### src/rtl/ternary_mv_stream_pkg.sv
// ---------------------------------------------------------------------------
// tern_pkg
//  Shared definitions for the streaming ternary matrix-vector multiplier.
//  - W_POS / W_NEG  : 2-bit weight codes for +1 / -1 (any other code is 0)
//  - drain_state_t  : result-drain FSM states
//  - tern_mul       : ternary product of a sign-extended element
//  - sat_trunc      : accumulator to output conversion (clamp or wrap)
//  The functions work on fixed FN_W / 2*FN_W wide values so they can be
//  shared by any parameterisation; callers size-cast the result down.
//  Accumulator and data widths therefore must not exceed FN_W bits.
// ---------------------------------------------------------------------------
package tern_pkg;

   localparam logic [1:0] W_POS = 2'b01;
   localparam logic [1:0] W_NEG = 2'b11;
   localparam int         FN_W  = 32;

   typedef enum logic [0:0] {
      S_IDLE  = 1'b0,
      S_DRAIN = 1'b1
   } drain_state_t;

   // x must already be sign-extended, so negating the most negative
   // element value is exact.
   function automatic logic signed [FN_W-1:0] tern_mul(
      input logic [1:0]             code,
      input logic signed [FN_W-1:0] x
   );
      case (code)
         W_POS:   return x;
         W_NEG:   return -x;
         default: return '0;
      endcase
   endfunction

   // The caller keeps the low data_w bits of the result; without
   // saturation that is plain two's-complement wrap.
   function automatic logic signed [FN_W-1:0] sat_trunc(
      input logic signed [2*FN_W-1:0] acc,
      input int                       data_w,
      input bit                       saturate
   );
      logic signed [2*FN_W-1:0] hi;
      logic signed [2*FN_W-1:0] lo;
      hi = (64'sd1 <<< (data_w - 1)) - 64'sd1;
      lo = -(64'sd1 <<< (data_w - 1));
      if (saturate) begin
         if (acc > hi) return hi[FN_W-1:0];
         if (acc < lo) return lo[FN_W-1:0];
      end
      return acc[FN_W-1:0];
   endfunction

endpackage

### src/rtl/ternary_mv_stream_if.sv
// ---------------------------------------------------------------------------
// ternary_mv_stream_if
//  Input beat stream (in_valid/in_ready/in_data) and result stream
//  (out_valid/out_ready/out_data/out_idx/out_last) of ternary_mv_stream.
//  slave  : the multiplier side
//  master : the producer/consumer side driving beats and taking results
// ---------------------------------------------------------------------------
interface ternary_mv_stream_if #(
   parameter int LANES   = 2,
   parameter int DATA_W  = 8,
   parameter int OUT_LEN = 8
);
   localparam int IDX_W = $clog2(OUT_LEN);

   logic                      in_valid;
   logic                      in_ready;
   logic [LANES*DATA_W-1:0]   in_data;
   logic                      out_valid;
   logic                      out_ready;
   logic [DATA_W-1:0]         out_data;
   logic [IDX_W-1:0]          out_idx;
   logic                      out_last;

   modport master (
      output in_valid, in_data, out_ready,
      input  in_ready, out_valid, out_data, out_idx, out_last
   );

   modport slave (
      input  in_valid, in_data, out_ready,
      output in_ready, out_valid, out_data, out_idx, out_last
   );
endinterface

### src/rtl/ternary_mv_stream_col_acc.sv
// ---------------------------------------------------------------------------
// ternary_col_acc
//  One output column: ternary products of LANES input elements summed and
//  added to a full-precision accumulator.
//  clk, rst_n : clock / asynchronous active-low reset
//  en         : accepted beat, load acc_next into the accumulator
//  first      : beat 0 of a vector, start from zero instead of the old sum
//  w_codes    : LANES 2-bit weight codes for this column, lane l at [2*l +: 2]
//  x_flat     : LANES signed elements, lane l at [l*DATA_W +: DATA_W]
//  acc_next   : running sum including the current beat
// ---------------------------------------------------------------------------
module ternary_col_acc
   import tern_pkg::*;
#(
   parameter int LANES  = 2,
   parameter int DATA_W = 8,
   parameter int ACC_W  = 13
) (
   input  logic                    clk,
   input  logic                    rst_n,
   input  logic                    en,
   input  logic                    first,
   input  logic [2*LANES-1:0]      w_codes,
   input  logic [LANES*DATA_W-1:0] x_flat,
   output logic signed [ACC_W-1:0] acc_next
);

   logic signed [ACC_W-1:0] acc_reg;
   logic signed [ACC_W-1:0] term [LANES];

   for (genvar gi = 0; gi < LANES; gi++) begin : g_lane
      logic signed [DATA_W-1:0] x_s;
      assign x_s      = x_flat[gi*DATA_W +: DATA_W];
      assign term[gi] = ACC_W'(tern_mul(w_codes[2*gi +: 2], FN_W'(x_s)));
   end

   always_comb begin
      acc_next = first ? '0 : acc_reg;
      for (int l = 0; l < LANES; l++) begin
         acc_next = acc_next + term[l];
      end
   end

   always_ff @(posedge clk or negedge rst_n) begin
      if (!rst_n) begin
         acc_reg <= '0;
      end else if (en) begin
         acc_reg <= acc_next;
      end
   end

endmodule

### src/rtl/ternary_mv_stream.sv
// ---------------------------------------------------------------------------
// ternary_mv_stream
//  Streaming ternary matrix-vector multiplier y[c] = sum_r W[r][c]*x[r].
//  LANES elements per input beat are accumulated into OUT_LEN columns;
//  after the last beat the converted sums go to a result buffer that is
//  drained one element per cycle while the next vector accumulates.
//  clk, rst_n : clock / asynchronous active-low reset
//  clear      : synchronous abort of the vector in flight and result buffer
//  w_flat     : weights, W[r][c] at [2*(r*OUT_LEN+c) +: 2]
//  bus        : input beat and result streams (slave side)
//  busy       : vector partially accumulated or results pending
// ---------------------------------------------------------------------------
module ternary_mv_stream
   import tern_pkg::*;
#(
   parameter int IN_LEN   = 16,
   parameter int OUT_LEN  = 8,
   parameter int DATA_W   = 8,
   parameter int LANES    = 2,
   parameter int ACC_W    = DATA_W + $clog2(IN_LEN) + 1,
   parameter bit SATURATE = 1'b1
) (
   input  logic                          clk,
   input  logic                          rst_n,
   input  logic                          clear,
   input  logic [2*IN_LEN*OUT_LEN-1:0]   w_flat,
   ternary_mv_stream_if.slave            bus,
   output logic                          busy
);

   localparam int NBEATS = IN_LEN / LANES;
   localparam int BC_W   = (NBEATS > 1) ? $clog2(NBEATS) : 1;
   localparam int IDX_W  = $clog2(OUT_LEN);
   localparam logic [BC_W-1:0]  LAST_BEAT = BC_W'(NBEATS - 1);
   localparam logic [IDX_W-1:0] LAST_IDX  = IDX_W'(OUT_LEN - 1);

   logic [BC_W-1:0]          beat_cnt_reg, beat_cnt_next;
   logic [IDX_W-1:0]         out_idx_reg, out_idx_next;
   drain_state_t             state_reg, state_next;
   logic [DATA_W-1:0]        obuf_reg [OUT_LEN];
   logic [OUT_LEN*DATA_W-1:0] conv_flat;

   logic last_beat, first_beat, obuf_full, accept, load, out_hs;

   assign last_beat  = (beat_cnt_reg == LAST_BEAT);
   assign first_beat = (beat_cnt_reg == '0);
   assign obuf_full  = (state_reg == S_DRAIN);
   // Only the final beat can be stalled, and only by a still-full buffer;
   // in_ready never depends on out_ready combinationally.
   assign bus.in_ready = !last_beat || !obuf_full;
   assign accept = bus.in_valid && bus.in_ready && !clear;
   assign load   = accept && last_beat;
   assign out_hs = bus.out_valid && bus.out_ready && !clear;

   // ---------------- beat counter ----------------
   always_comb begin
      beat_cnt_next = beat_cnt_reg;
      if (clear) begin
         beat_cnt_next = '0;
      end else if (accept) begin
         beat_cnt_next = last_beat ? '0 : beat_cnt_reg + BC_W'(1);
      end
   end

   always_ff @(posedge clk or negedge rst_n) begin
      if (!rst_n) begin
         beat_cnt_reg <= '0;
      end else begin
         beat_cnt_reg <= beat_cnt_next;
      end
   end

   // ---------------- column accumulators ----------------
   for (genvar gi = 0; gi < OUT_LEN; gi++) begin : g_col
      logic [2*LANES-1:0]      w_codes;
      logic signed [ACC_W-1:0] acc_next;

      // Weight rows for the current beat: row = beat*LANES + lane.
      always_comb begin
         w_codes = '0;
         for (int l = 0; l < LANES; l++) begin
            w_codes[2*l +: 2] =
               w_flat[2*((int'(beat_cnt_reg)*LANES + l)*OUT_LEN + gi) +: 2];
         end
      end

      ternary_col_acc #(
         .LANES  (LANES),
         .DATA_W (DATA_W),
         .ACC_W  (ACC_W)
      ) u_col (
         .clk      (clk),
         .rst_n    (rst_n),
         .en       (accept),
         .first    (first_beat),
         .w_codes  (w_codes),
         .x_flat   (bus.in_data),
         .acc_next (acc_next)
      );

      assign conv_flat[gi*DATA_W +: DATA_W] =
         DATA_W'(sat_trunc((2*FN_W)'(acc_next), DATA_W, SATURATE));
   end

   // ---------------- result buffer ----------------
   always_ff @(posedge clk or negedge rst_n) begin
      if (!rst_n) begin
         for (int c = 0; c < OUT_LEN; c++) begin
            obuf_reg[c] <= '0;
         end
      end else if (load) begin
         for (int c = 0; c < OUT_LEN; c++) begin
            obuf_reg[c] <= conv_flat[c*DATA_W +: DATA_W];
         end
      end
   end

   // ---------------- drain FSM ----------------
   always_ff @(posedge clk or negedge rst_n) begin
      if (!rst_n) begin
         state_reg   <= S_IDLE;
         out_idx_reg <= '0;
      end else begin
         state_reg   <= state_next;
         out_idx_reg <= out_idx_next;
      end
   end

   always_comb begin
      state_next   = state_reg;
      out_idx_next = out_idx_reg;
      case (state_reg)
         S_IDLE: begin
            if (load) begin
               state_next   = S_DRAIN;
               out_idx_next = '0;
            end
         end
         S_DRAIN: begin
            if (out_hs) begin
               if (out_idx_reg == LAST_IDX) begin
                  state_next   = S_IDLE;
                  out_idx_next = '0;
               end else begin
                  out_idx_next = out_idx_reg + IDX_W'(1);
               end
            end
         end
         default: begin
            state_next   = S_IDLE;
            out_idx_next = '0;
         end
      endcase
      if (clear) begin
         state_next   = S_IDLE;
         out_idx_next = '0;
      end
   end

   // out_data is forced to zero while nothing is being presented.
   always_comb begin
      bus.out_valid = (state_reg == S_DRAIN);
      bus.out_idx   = out_idx_reg;
      bus.out_last  = bus.out_valid && (out_idx_reg == LAST_IDX);
      bus.out_data  = bus.out_valid ? obuf_reg[out_idx_reg] : '0;
      busy          = (beat_cnt_reg != '0) || bus.out_valid;
   end

endmodule

### src/flat_wrapper.sv
// flat-port wrapper written by rule: the top's interface ports become plain ports
module ternary_mv_stream_flat import tern_pkg::*;
#(
   parameter int IN_LEN   = 16,
   parameter int OUT_LEN  = 8,
   parameter int DATA_W   = 8,
   parameter int LANES    = 2,
   parameter int ACC_W    = DATA_W + $clog2(IN_LEN) + 1,
   parameter bit SATURATE = 1'b1
)
  (clk, rst_n, clear, w_flat, busy, bus_in_valid, bus_in_data, bus_out_ready, bus_in_ready, bus_out_valid, bus_out_data, bus_out_idx, bus_out_last);
  ternary_mv_stream_if #(.LANES(LANES), .DATA_W(DATA_W), .OUT_LEN(OUT_LEN)) bus_i ();
  input  logic clk;
  input  logic rst_n;
  input  logic clear;
  input  logic [2*IN_LEN*OUT_LEN-1:0] w_flat;
  output logic busy;
  input wire logic [$bits(bus_i.in_valid)-1:0] bus_in_valid;
  input wire logic [$bits(bus_i.in_data)-1:0] bus_in_data;
  input wire logic [$bits(bus_i.out_ready)-1:0] bus_out_ready;
  output wire logic [$bits(bus_i.in_ready)-1:0] bus_in_ready;
  output wire logic [$bits(bus_i.out_valid)-1:0] bus_out_valid;
  output wire logic [$bits(bus_i.out_data)-1:0] bus_out_data;
  output wire logic [$bits(bus_i.out_idx)-1:0] bus_out_idx;
  output wire logic [$bits(bus_i.out_last)-1:0] bus_out_last;
  assign bus_i.in_valid = bus_in_valid;
  assign bus_i.in_data = bus_in_data;
  assign bus_i.out_ready = bus_out_ready;
  assign bus_in_ready = bus_i.in_ready;
  assign bus_out_valid = bus_i.out_valid;
  assign bus_out_data = bus_i.out_data;
  assign bus_out_idx = bus_i.out_idx;
  assign bus_out_last = bus_i.out_last;
  ternary_mv_stream #(.IN_LEN(IN_LEN), .OUT_LEN(OUT_LEN), .DATA_W(DATA_W), .LANES(LANES), .ACC_W(ACC_W), .SATURATE(SATURATE)) u_core (.clk(clk), .rst_n(rst_n), .clear(clear), .w_flat(w_flat), .bus(bus_i), .busy(busy));
endmodule
### config.mk
export PLATFORM = sky130hd
export DESIGN_NAME = ternary_mv_stream_flat
export DESIGN_NICKNAME = d
export VERILOG_FILES = /design/src/rtl/ternary_mv_stream_pkg.sv /design/src/rtl/ternary_mv_stream_if.sv /design/src/rtl/ternary_mv_stream_col_acc.sv /design/src/rtl/ternary_mv_stream.sv /design/src/flat_wrapper.sv
export SDC_FILE = /design/constraint.sdc
export NUM_CORES = 1
export LEC_CHECK = 0
export ABC_AREA = 1
export BUFFER_PORTS_ARGS = -buffer_cell sky130_fd_sc_hd__buf_2
export CELL_PAD_IN_SITES_DETAIL_PLACEMENT = 0
export CELL_PAD_IN_SITES_GLOBAL_PLACEMENT = 2
export CORE_MARGIN = 5
export CORE_UTILIZATION = 34
export DETAILED_ROUTE_END_ITERATION = 10
export PLACE_DENSITY = 0.86
export SLEW_MARGIN = 20
export SYNTH_ARGS = -nofsm -noshare
export SYNTH_HDL_FRONTEND = slang
export SYNTH_SLANG_ARGS = --single-unit
### constraint.sdc
create_clock -name clk -period 7.9 [get_ports clk]
set_input_delay 0.79 -clock clk [delete_from_list [all_inputs] [get_ports clk]]
set_output_delay 0.79 -clock clk [all_outputs]
set_load 0.005 [all_outputs]
* After elaboration in Yosys (flattened, before gate mapping)
Index checks and enable logic that the tools add are counted.
** Storage, ports and cells
- Flip-flop bits (word level) :: 175
- Input port bits :: 277
- Output and inout bits :: 15
** Cells by class
- $add $sub $neg :: 35
- $lt $le $gt $ge :: 17
- Eq/ne operators :: 36
- Shift-type cells :: 16
- Mux-type cells :: 97
- Bitwise operators :: 2
- Reductions and logical operators :: 15
** Operators by type and width (count)
- $shiftx A256 B32 Y2 :: 14
- $pmux W13 S2 :: 16
- $mux W8 :: 35
- $shiftx A256 B10 Y2 :: 1
- $shiftx A256 B9 Y2 :: 1
- $add A13 B13 Y13 :: 16
- $add A31 B4 Y31 const B :: 4
- $gt A13 B8 Y1 const B :: 8
- $lt A13 B8 Y1 const B :: 8
- $mux W13 :: 8
- $add A31 B3 Y31 const B :: 2
- $add A7 B3 Y8 const B :: 4
- $eq A2 B1 Y1 const B :: 16
- $eq A2 B2 Y1 const B :: 16
- $mux W1 :: 28
- $neg A8 Y13 :: 2
- $bmux W8 S3 :: 1
- $mux W3 :: 7
- $add A7 B2 Y8 const B :: 2
- $add A8 B1 Y9 const B :: 1
- $add A7 B1 Y8 const B :: 1
- $add A3 B1 Y3 const B :: 2
- $eq A3 B3 Y1 const B :: 2
- $logic_and A1 B1 Y1 :: 6
- 14 further kinds :: 17

* Logic depth before layout (Yosys ltp)
Gate-level depths: netlist of the first run.
- Depth in word-level cells :: 11
- Mapped depth :: 31
- Depth with buffers taken out :: 28

* Hierarchy
Synthesis of the first run repeated with hierarchy kept, for this count alone.
** Second synthesis, totals
- Cell total of the unflattened synthesis :: 3536
- Area, all modules :: 22601.7 um^2
** Modules (own cells, without submodules)
- ternary_mv_stream :: instances 1, cells each 1143, area an instance 6477.5 um^2, seq. area each 1776.7 um^2
- ternary_col_acc at u_core.g_col[2].u_col ... :: instances 3, cells each 298, area an instance 2047.0 um^2, seq. area each 325.3 um^2
- ternary_col_acc at u_core.g_col[0].u_col ... :: instances 2, cells each 305, area an instance 2019.4 um^2, seq. area each 325.3 um^2
- ternary_col_acc at u_core.g_col[4].u_col :: instances 1, cells each 300, area an instance 1988.2 um^2, seq. area each 325.3 um^2
- ternary_col_acc at u_core.g_col[7].u_col :: instances 1, cells each 295, area an instance 1986.9 um^2, seq. area each 325.3 um^2
- ternary_col_acc at u_core.g_col[5].u_col :: instances 1, cells each 294, area an instance 1969.4 um^2, seq. area each 325.3 um^2

* Least setup slack after synthesis of the first run
OpenSTA, ideal clock, no wires.
- Kind :: reg2reg
- Start :: register u_core.beat_cnt_reg[0]
- End :: register u_core.obuf_reg[60] in the netlist's numbering
- Setup time :: 0.116 ns
- Arrival :: 4.147 ns
- Required time :: 7.784 ns
- Slack :: 3.637 ns
- Cell stages (with the launch flop) :: 27
- Path buffers :: 5
- Clock period less this slack :: 4.263 ns
- Path through :: dfrtp_1 -> buf_6 -> inv_2 -> buf_8 -> buf_4 -> ha_1 -> nand2_1 -> clkbuf_1 -> clkbuf_1 -> nand2_1 -> fa_1 -> inv_1 -> ha_1 -> inv_1 -> fa_1 -> inv_1 -> nand2_1 -> o21ai_0 -> nand3_1 -> nand2_1 -> xor2_1 -> nand3_1 -> nand3b_1 -> nand2_2 -> nand2_1 -> nand2_1 -> nand2_1
** Between the ends
- Longest elaborated chain between the ends :: 9
- Elaborated cells between the ends (all ways) :: 27
** Ends and longest elaborated chain
- start, declared :: line ternary_mv_stream.sv:37 : logic [BC_W-1:0] beat_cnt_reg, beat_cnt_next;
- start signal, assigned :: line ternary_mv_stream.sv:69 : beat_cnt_reg <= beat_cnt_next;
- $shiftx A256 B9 Y2 or $add A4 B1 Y5 (tied branches) :: line ternary_mv_stream.sv:83 : w_flat[2*((int'(beat_cnt_reg)*LANES + l)*OUT_LEN + gi) +: 2];
- $eq A2 B2 Y1, or another cell as far along :: line ternary_mv_stream_pkg.sv:29 : case (code)
- $pmux W13 S2, or another cell as far along :: line ternary_mv_stream_pkg.sv:29
- $add A13 B13 Y13 or $pmux W13 S2 (tied branches) :: line ternary_mv_stream_col_acc.sv:40, ternary_mv_stream_pkg.sv:29
- $add A13 B13 Y13 :: line ternary_mv_stream_col_acc.sv:40 : acc_next = acc_next + term[l];
- $lt A13 B8 Y1 or $gt A13 B8 Y1 (tied branches) :: line ternary_mv_stream_pkg.sv:49, ternary_mv_stream_pkg.sv:48
- $mux W8, or another cell as far along :: line ternary_mv_stream_pkg.sv:49 : if (acc < lo) return lo[FN_W-1:0];
- $mux W8 or $mux W1 (tied branches) :: line ternary_mv_stream_pkg.sv:49
- $mux W8 :: line ternary_mv_stream_pkg.sv:51 : return acc[FN_W-1:0];
- end signal, assigned by index :: line ternary_mv_stream.sv:113 : obuf_reg[c] <= conv_flat[c*DATA_W +: DATA_W];
- end, declared :: line ternary_mv_stream.sv:40 : logic [DATA_W-1:0] obuf_reg [OUT_LEN];
Parallel ways exist; a longest one is shown, timed or not.
A chain may end at the register's enable or synchronous reset.

* Worst setup path in the final report of the first run
- Start :: register u_core.beat_cnt_reg[0]
- End :: register u_core.obuf_reg[6] in the netlist's numbering
** Between the ends
- Longest elaborated chain between the ends :: 10
- Elaborated cells between the ends (all ways) :: 29
** Ends and longest elaborated chain (line)
- $add A4 B1 Y5 or $add A7 B3 Y8 (tied branches) :: ternary_mv_stream.sv:83
- $add A31 B4 Y31 or $shiftx A256 B32 Y2 (tied branches) :: ternary_mv_stream.sv:83
- $shiftx A256 B32 Y2, or another cell as far along :: ternary_mv_stream.sv:83
- $eq A2 B2 Y1, or another cell as far along :: ternary_mv_stream_pkg.sv:29
- $pmux W13 S2 or $add A13 B13 Y13 (tied branches) :: ternary_mv_stream_pkg.sv:29, ternary_mv_stream_col_acc.sv:40
- $add A13 B13 Y13 :: ternary_mv_stream_col_acc.sv:40
- $lt A13 B8 Y1 or $gt A13 B8 Y1 (tied branches) :: ternary_mv_stream_pkg.sv:49, ternary_mv_stream_pkg.sv:48
- $mux W8, or another cell as far along :: ternary_mv_stream_pkg.sv:49
- $mux W8 or $mux W1 (tied branches) :: ternary_mv_stream_pkg.sv:49
- $mux W8 :: ternary_mv_stream_pkg.sv:51
Parallel ways exist; a longest one is shown, timed or not.

==> results of run 1 <==
[cell type report]
cell class,count,share of cell area
flip-flops and latches,175,0.186
well taps,782,0.0415
repair buffers,321,0.0718
inverters,743,0.119
clock buffers,18,0.0182
diodes,3,0.000319
multi-input cells,2304,0.555
clock inverters,13,0.00850
[stage by stage]
step / instance area [um^2] / power (uW) / worst slack [ps] / std cells / utilization
after floorplan: 20800 / 3740 / 3640 / 3336 / -
after global placement: 22900 / 4750 / 1880 / 4325 / 0.379
after detailed placement: 22900 / 4730 / 1920 / 4325 / 0.379
after CTS: 23500 / 5740 / 1890 / 4356 / 0.389
after global routing: 23600 / 6280 / 1290 / 4359 / 0.390
final: 23600 / 5720 / 1800 / 4359 / 0.390
[critical path, cell delays in order (launching register included)]
cell	delay [ps]
dfrtp_4	870
clkinv_2	740
buf_4	460
nand2_1	80
nand3_1	60
nand2_1	100
nand2_1	100
nand2_2	240
nand2_1	230
o21ai_0	500
inv_1	150
fa_1	550
inv_1	40
ha_1	360
a21o_1	210
a31oi_1	160
o21ai_0	110
a31oi_1	220
inv_1	60
nand3_1	100
nand2_1	180
nand2_2	190
nand2_1	70
nand2_1	70
nand2_1	40
[layer usage]
layer  track usage  share of wire  vias to the layer above  wire length, um
met5             0              0                        -                0
met4        0.0534          0.021                        0             1690
met3        0.0341          0.050                       78             4090
met2         0.418           0.48                      532            39600
met1         0.329           0.45                    10100            36900
li1              -              -                    10700                -
[worst max-delay path by stage]
stage	from	end	slack, ps	depth (start not counted)
floorplan	u_core.beat_cnt_reg[0]	u_core.obuf_reg[60]	3640	26
global placement	u_core.beat_cnt_reg[0]	u_core.obuf_reg[6]	1880	24
detailed placement	u_core.beat_cnt_reg[0]	u_core.obuf_reg[6]	1920	24
CTS	u_core.beat_cnt_reg[0]	u_core.obuf_reg[6]	1890	24
global route	u_core.beat_cnt_reg[0]	u_core.obuf_reg[4]	1290	24
finish	u_core.beat_cnt_reg[0]	u_core.obuf_reg[6]	1800	24
[where the power goes]
group          internal, uW  switching (uW)  leakage [uW]
Combinational          1130            2320        0.0113
Clock                   535             441      0.000304
Sequential             1150             151       0.00225
Total                  2810            2920        0.0138
[kinds of logic after synthesis]
group | after synthesis | synth area share
compound gates | 419 | 0.111
xor+xnor | 89 | 0.0375
buf+inv | 857 | 0.163
fa+ha+maj | 199 | 0.157
flops | 175 | 0.211
simple gates | 1597 | 0.320
[cells in the mapped netlist, types with 7 or more instances]
cell,n
a21oi_1,66
a31oi_1,28
buf_2,25
buf_4,10
buf_6,13
clkbuf_1,59
clkinv_1,7
dfrtp_1,175
fa_1,104
ha_1,95
inv_1,712
inv_2,23
nand2_1,1083
nand2_2,33
nand3_1,287
nand3_2,8
nand3b_1,12
nand4_1,13
nor2_1,119
nor3_1,33
o21ai_0,198
o21bai_1,13
o22ai_1,104
xor2_1,83
==> out/results.txt, run 1 <==
IO Pins: 292
Endpoints failing hold: 0
#FFs+latches synth: 175
EDFF count, synth: 0
CTS hold repair buffers: 0
Slew HR: 0.344
Clock Tree Buf Depth: 2
Final setup violation count: 0
Leak Pwr: 0.0138 uW
# DRC: 0
Final #Nets: 4038
Register area: 4390 um^2
Status: finished clean
Die W: 257 um
Max H-tree Level: 4
Mean cell area of the mapped netlist: 6.24 um^2
Ys flop type: dfrtp_1
Synth Instances: 3336
Initial Utilization: 0.344
HPWL Detailed: 64.6 mm
Setup Skew: 12.7 ps
Max reg flops: 104
Minimum clock period: 6100 ps
Unrepaired setup endpoints after global routing: no
Asr flop ratio synth: 1.00
TritonRoute pass-1 iters: 5
Top post-synthesis cells by area: dfrtp_1, nand2_1, inv_1
Initial antenna violation count: 5
Power per standard cell area: 243 nW/um^2
Synthesized net count: 3812
Synthesized cell area: 20800 um^2
# rows: 90
Synth cell types: 37
Clock buffer count from CTS: 17
Top cell type's share of synthesized area: 0.211
Via-to-Cell Ratio: 4.91
Worst-Margin Slew: 980 ps
Hold WS: 333 ps
Antenna viol nets, final: 0
Vias: 21400
First-pass GRT wire length: 125 mm
Core outline area: 60500 um^2
Most common cell after layout, fill and taps aside: nand2_1
Crit end category: flop
Crit-path max FO: 65
CP Launch Type: flop
Vias in the first global route: 20800
Most frequent cells in the layout: nand2_1, inv_1, buf_2
Required time worst endpoint: 8280 ps
Reg clk slew, reported paths: 80 ps
Area growth syn-to-layout: 13.2%
DR iter-0 viols: 1703
Reg2reg start: u_core.beat_cnt_reg[0]
Share of the yosys chip area belonging to registers: 0.211
Share of cells above drive strength 1: 0.122
Overall routing resource usage: 0.244
Post-cts resize count: 0
Fillers: 6770
Clk_lat worst skew: 490 ps
Reg2reg setup slack: 1800 ps
Maxcap violations: 0
Post-CTS setup buffers: 0
FMAX: 0.164 GHz
DR WL/cell: 18.9 um
R2R depth: 24
GRT Residual Overflow: 0
CTS tree: done
Final number of max-transition violations: 0
Die height: 257 um
GP Congestion: 0.915
WS Path Type: reg2reg
Worst Path Arrival: 6480 ps
Clk sinks: 175
Synth area leader: dfrtp_1
Syn. warnings: 0
Final period utilization: 0.772
DIE AREA: 66200 um^2
Worst R2R End: u_core.obuf_reg[6]
Port Buffers: 291
Total Routed Length: 82.2 mm
Largest net degree at the start of global routing: 85
Setup_tns: 0 ps
Multi-input gate area: 13100 um^2
Root Driver: clkbuf_16
Hold Path Class: in2async
Max IR drop VDD: 170 uV
No activity file was read; power rests on OpenSTA's default activity.
==> run 2, diff against run 1 <==
--- a/config.mk
+++ b/config.mk
@@ -5,14 +5,14 @@
 export SDC_FILE = /design/constraint.sdc
 export NUM_CORES = 1
 export LEC_CHECK = 0
-export ABC_AREA = 1
+export ABC_AREA = 0
 export BUFFER_PORTS_ARGS = -buffer_cell sky130_fd_sc_hd__buf_2
 export CELL_PAD_IN_SITES_DETAIL_PLACEMENT = 0
 export CELL_PAD_IN_SITES_GLOBAL_PLACEMENT = 2
 export CORE_MARGIN = 5
-export CORE_UTILIZATION = 34
+export CORE_UTILIZATION = 33
 export DETAILED_ROUTE_END_ITERATION = 10
-export PLACE_DENSITY = 0.86
+export PLACE_DENSITY = 0.79
 export SLEW_MARGIN = 20
 export SYNTH_ARGS = -nofsm -noshare
 export SYNTH_HDL_FRONTEND = slang
==> constraint.sdc (replaced) <==
create_clock -name clk -period 5 [get_ports clk]
set_input_delay 0.5 -clock clk [delete_from_list [all_inputs] [get_ports clk]]
set_output_delay 0.5 -clock clk [all_outputs]
set_load 0.005 [all_outputs]
==> run 2 against run 1 <==
Net effect:
- via count fell by 12%
- global-route usage is 0.50 points higher
- first-iteration DRC count is 15% lower
- combinational power increased by 71%
- clock skew increased by 5.4 ps
- critical path type unchanged
- non-clock buffer count rose by 270
- critical endpoint is now u_core.obuf_reg[52]
- critical path depth shrank 5
- core utilization is 4.2 points higher
- setup slack worse by 1700 ps
- total power is 64% higher
==> out/results.txt, run 2 <==
DR iter-0 viols: 1454 (-15%)
Max IR drop VDD: 303 uV (+79%)
Max H-tree Level: 4 (unchanged)
Hold Path Class: in2async
Initial Utilization: 0.332 (-0.0124)
Required time worst endpoint: 5400 ps (-2880 ps)
Worst Path Buf+Inv: 4 (-1)
Endpoints failing hold: 0 (unchanged)
Reg2reg setup slack: 50 ps (-1750 ps)
Share of cells above drive strength 1: 0.345 (+0.223)
Synth cell types: 86 (+130%)
Core outline area: 58800 um^2 (-2.8%)
Power per standard cell area: 370 nW/um^2 (+52%)
Die W: 253 um (-1.7%)
Ys flop type: dfrtp_1
Worst-Margin Slew: 1050 ps (+70.0 ps)
R2R depth: 19 (-21%)
Total Routed Length: 81.5 mm (-0.94%)
CTS tree: done
Finished Layout Cells: 3497 (-20%)
CP cell instances: buf_12 > buf_12 > mux4_2 > mux2i_1 > buf_4 > mux2i_4 > nor2_2 > fa_1 > ha_2 > inv_1 > fa_2 > nor2b_2 > o2111ai_2 > a31oi_2 > xor2_1 > nand2_1 > or4_4 > o21ba_4 > o32ai_2
Crit-path max FO: 12 (-82%)
Antenna viol nets, final: 0 (unchanged)
Final core utilization: 0.432 (+0.0422)
Status: finished clean
TritonRoute pass-1 iters: 5 (unchanged)
Final number of max-transition violations: 0 (unchanged)
Largest net degree at the start of global routing: 158 (+86%)
IO Pins: 292 (unchanged)
Initial antenna violation count: 5 (unchanged)
Syn. warnings: 0 (unchanged)
HPWL Detailed: 63.5 mm (-1.8%)
Worst Setup SP: u_core.beat_cnt_reg[0]
Final period utilization: 0.990 (+0.218)
Overall routing resource usage: 0.249 (+0.00496)
Setup_tns: 0 ps (unchanged)
DIE AREA: 64000 um^2 (-3.3%)
Root Driver: clkbuf_16
Worst Path Arrival: 5350 ps (-1130 ps)
Most common cell after layout, fill and taps aside: nand2_1
CP top delay family: adder cells
Reg clk slew, reported paths: 80 ps (about the same)
Clk sinks: 175 (unchanged)
Top cell type's share of synthesized area: 0.225 (+0.0141)
# rows: 89 (-1.1%)
Synth Instances: 2227 (-33%)
Clock buffer count from CTS: 17 (unchanged)
CP Launch Type: flop
GP Congestion: 1.16 (+27%)
Top post-synthesis cells by area: dfrtp_1, fa_1, nand2_1
Final setup violation count: 0 (unchanged)
Unrepaired setup endpoints after global routing: yes
CP most frequent cell: buf_12
Worst R2R End: u_core.obuf_reg[52]
Most frequent cell after synthesis: nand2_1
Tot Pwr: 9400 uW (+64%)
FMAX: 0.202 GHz (+23%)
Die height: 253 um (-1.7%)
Max reg flops: 104 (unchanged)
Leak Pwr: 0.0121 uW (-12%)
Final #Nets: 3187 (-21%)
Vias in the first global route: 18800 (-9.9%)
Area after DPL: 23600 um^2 (+2.9%)
Maxcap violations: 0 (unchanged)
Synthesized cell area: 19500 um^2 (-6.3%)
Vias: 18800 (-12%)
Clk_lat worst skew: 500 ps (about the same)
Commonest cells post-synth: nand2_1, inv_1, dfrtp_1
EDFF count, synth: 0 (unchanged)
CTS hold repair buffers: 0 (unchanged)
# DRC: 0 (unchanged)
Synthesized net count: 2703 (-29%)
Via-to-Cell Ratio: 5.37 (+9.3%)
Synth area leader: dfrtp_1
Post-route cell area: 25400 um^2 (+7.8%)
Placed insts: 3430 (-21%)
DR WL/cell: 23.3 um (+23%)
Max stage delay cell, worst path: fa_1
Area growth syn-to-layout: 30.2%
Port Buffers: 291 (unchanged)
Slew HR: 0.300 (-0.0446)
Minimum clock period: 4950 ps (-1150 ps)
#FFs+latches synth: 175 (unchanged)
Setup Skew: 18.1 ps (+5.37 ps)
Share of the yosys chip area belonging to registers: 0.225 (+0.0141)
Crit end category: flop
Clock Tree Buf Depth: 2 (unchanged)
Most frequent cells in the layout: nand2_1, buf_2, buf_4
Max incr delay on CP: 520 ps (-350 ps)
Reg2reg start: u_core.beat_cnt_reg[0]
First-pass GRT wire length: 119 mm (-4.7%)
GRT Residual Overflow: 0 (unchanged)
Mean cell area of the mapped netlist: 8.76 um^2 (+40%)
WS Path Type: reg2reg
Asr flop ratio synth: 1.00 (unchanged)
## run 2: cell types whose count changed after synthesis, sizes merged, moves of 63 or more
cell / previous run / this run
o22ai: 104 / 33
a21o: 3 / 66
mux4: 0 / 80
nand2: 1116 / 421
nand3: 297 / 16
inv: 735 / 192
## run 2: timing repair
action	4_1_cts	5_1_grt
gates cloned	0	1
gates resized for setup	47	162
setup endpoints to repair	50	67
setup buffers	9	27
pin swaps	18	65
## run 2: metrics by stage
step | setup slack, ps | hold slack, ps
3_3_place_gp | -93.1 | 451
2_1_floorplan | 7.04 | 204
4_1_cts | 3.53 | 151
3_5_place_dp | -152 | 454
6_report | 48.9 | 122
5_1_grt | -73.6 | 187
## run 2: power by group
part	internal, uW	switching, uW
clock	702	710
combinational	2690	3200
sequential	1840	253
total	5230	4170
## run 2: cells by family (layout without fill, tap and decap cells)
kind of cell	count (synthesis)	in the layout	synth area share
and+or+nand+nor	814	814	0.185
AOI/OAI and AO/OA	437	437	0.149
buffers and inverters	318	814	0.0653
adders and majority gates	199	199	0.168
DFF	175	175	0.225
muxes	151	151	0.140
xor gates and xnor gates	133	133	0.0685
other	0	1	0
## run 2: layout make-up
type	count	area, um^2
Tap cell	773	967
Clock buffer	17	425
Multi-Input combinational cell	1734	14700
Fill cell	5870	33400
Antenna cell	1	2.50
Clock inverter	14	151
Inverter	192	721
Sequential cell	175	4380
Timing Repair Buffer	591	3990
## run 2: worst max path at each step
stage	to	slack, ps	cells after the start
finish	u_core.obuf_reg[52]	50	19
global route	u_core.obuf_reg[22]	-70	20
CTS	u_core.obuf_reg[42]	4	19
detailed placement	u_core.obuf_reg[9]	-150	18
global placement	u_core.obuf_reg[22]	-90	19
floorplan	u_core.obuf_reg[38]	7	18
## run 2: worst reg2reg max path: cells and delay by family (launching register included)
kind                       cells  cell delay, ps
and+or+nand+nor                4             700
xor gates and xnor gates       1             200
muxes                          3             920
buffers and inverters          4             540
DFF                            1             500
adders and majority gates      3            1070
AOI/OAI and AO/OA              4             930
## run 2: metal layers
| layer | track usage | vias up | wire [um] |
|---|---|---|---|
| met3 | 0.0434 | 103 | 5060 |
| met1 | 0.351 | 9501 | 36600 |
| met4 | 0.0636 | 2 | 2030 |
| li1 | - | 8601 | - |
| met2 | 0.398 | 569 | 37800 |
| met5 | 0 | - | 13 |
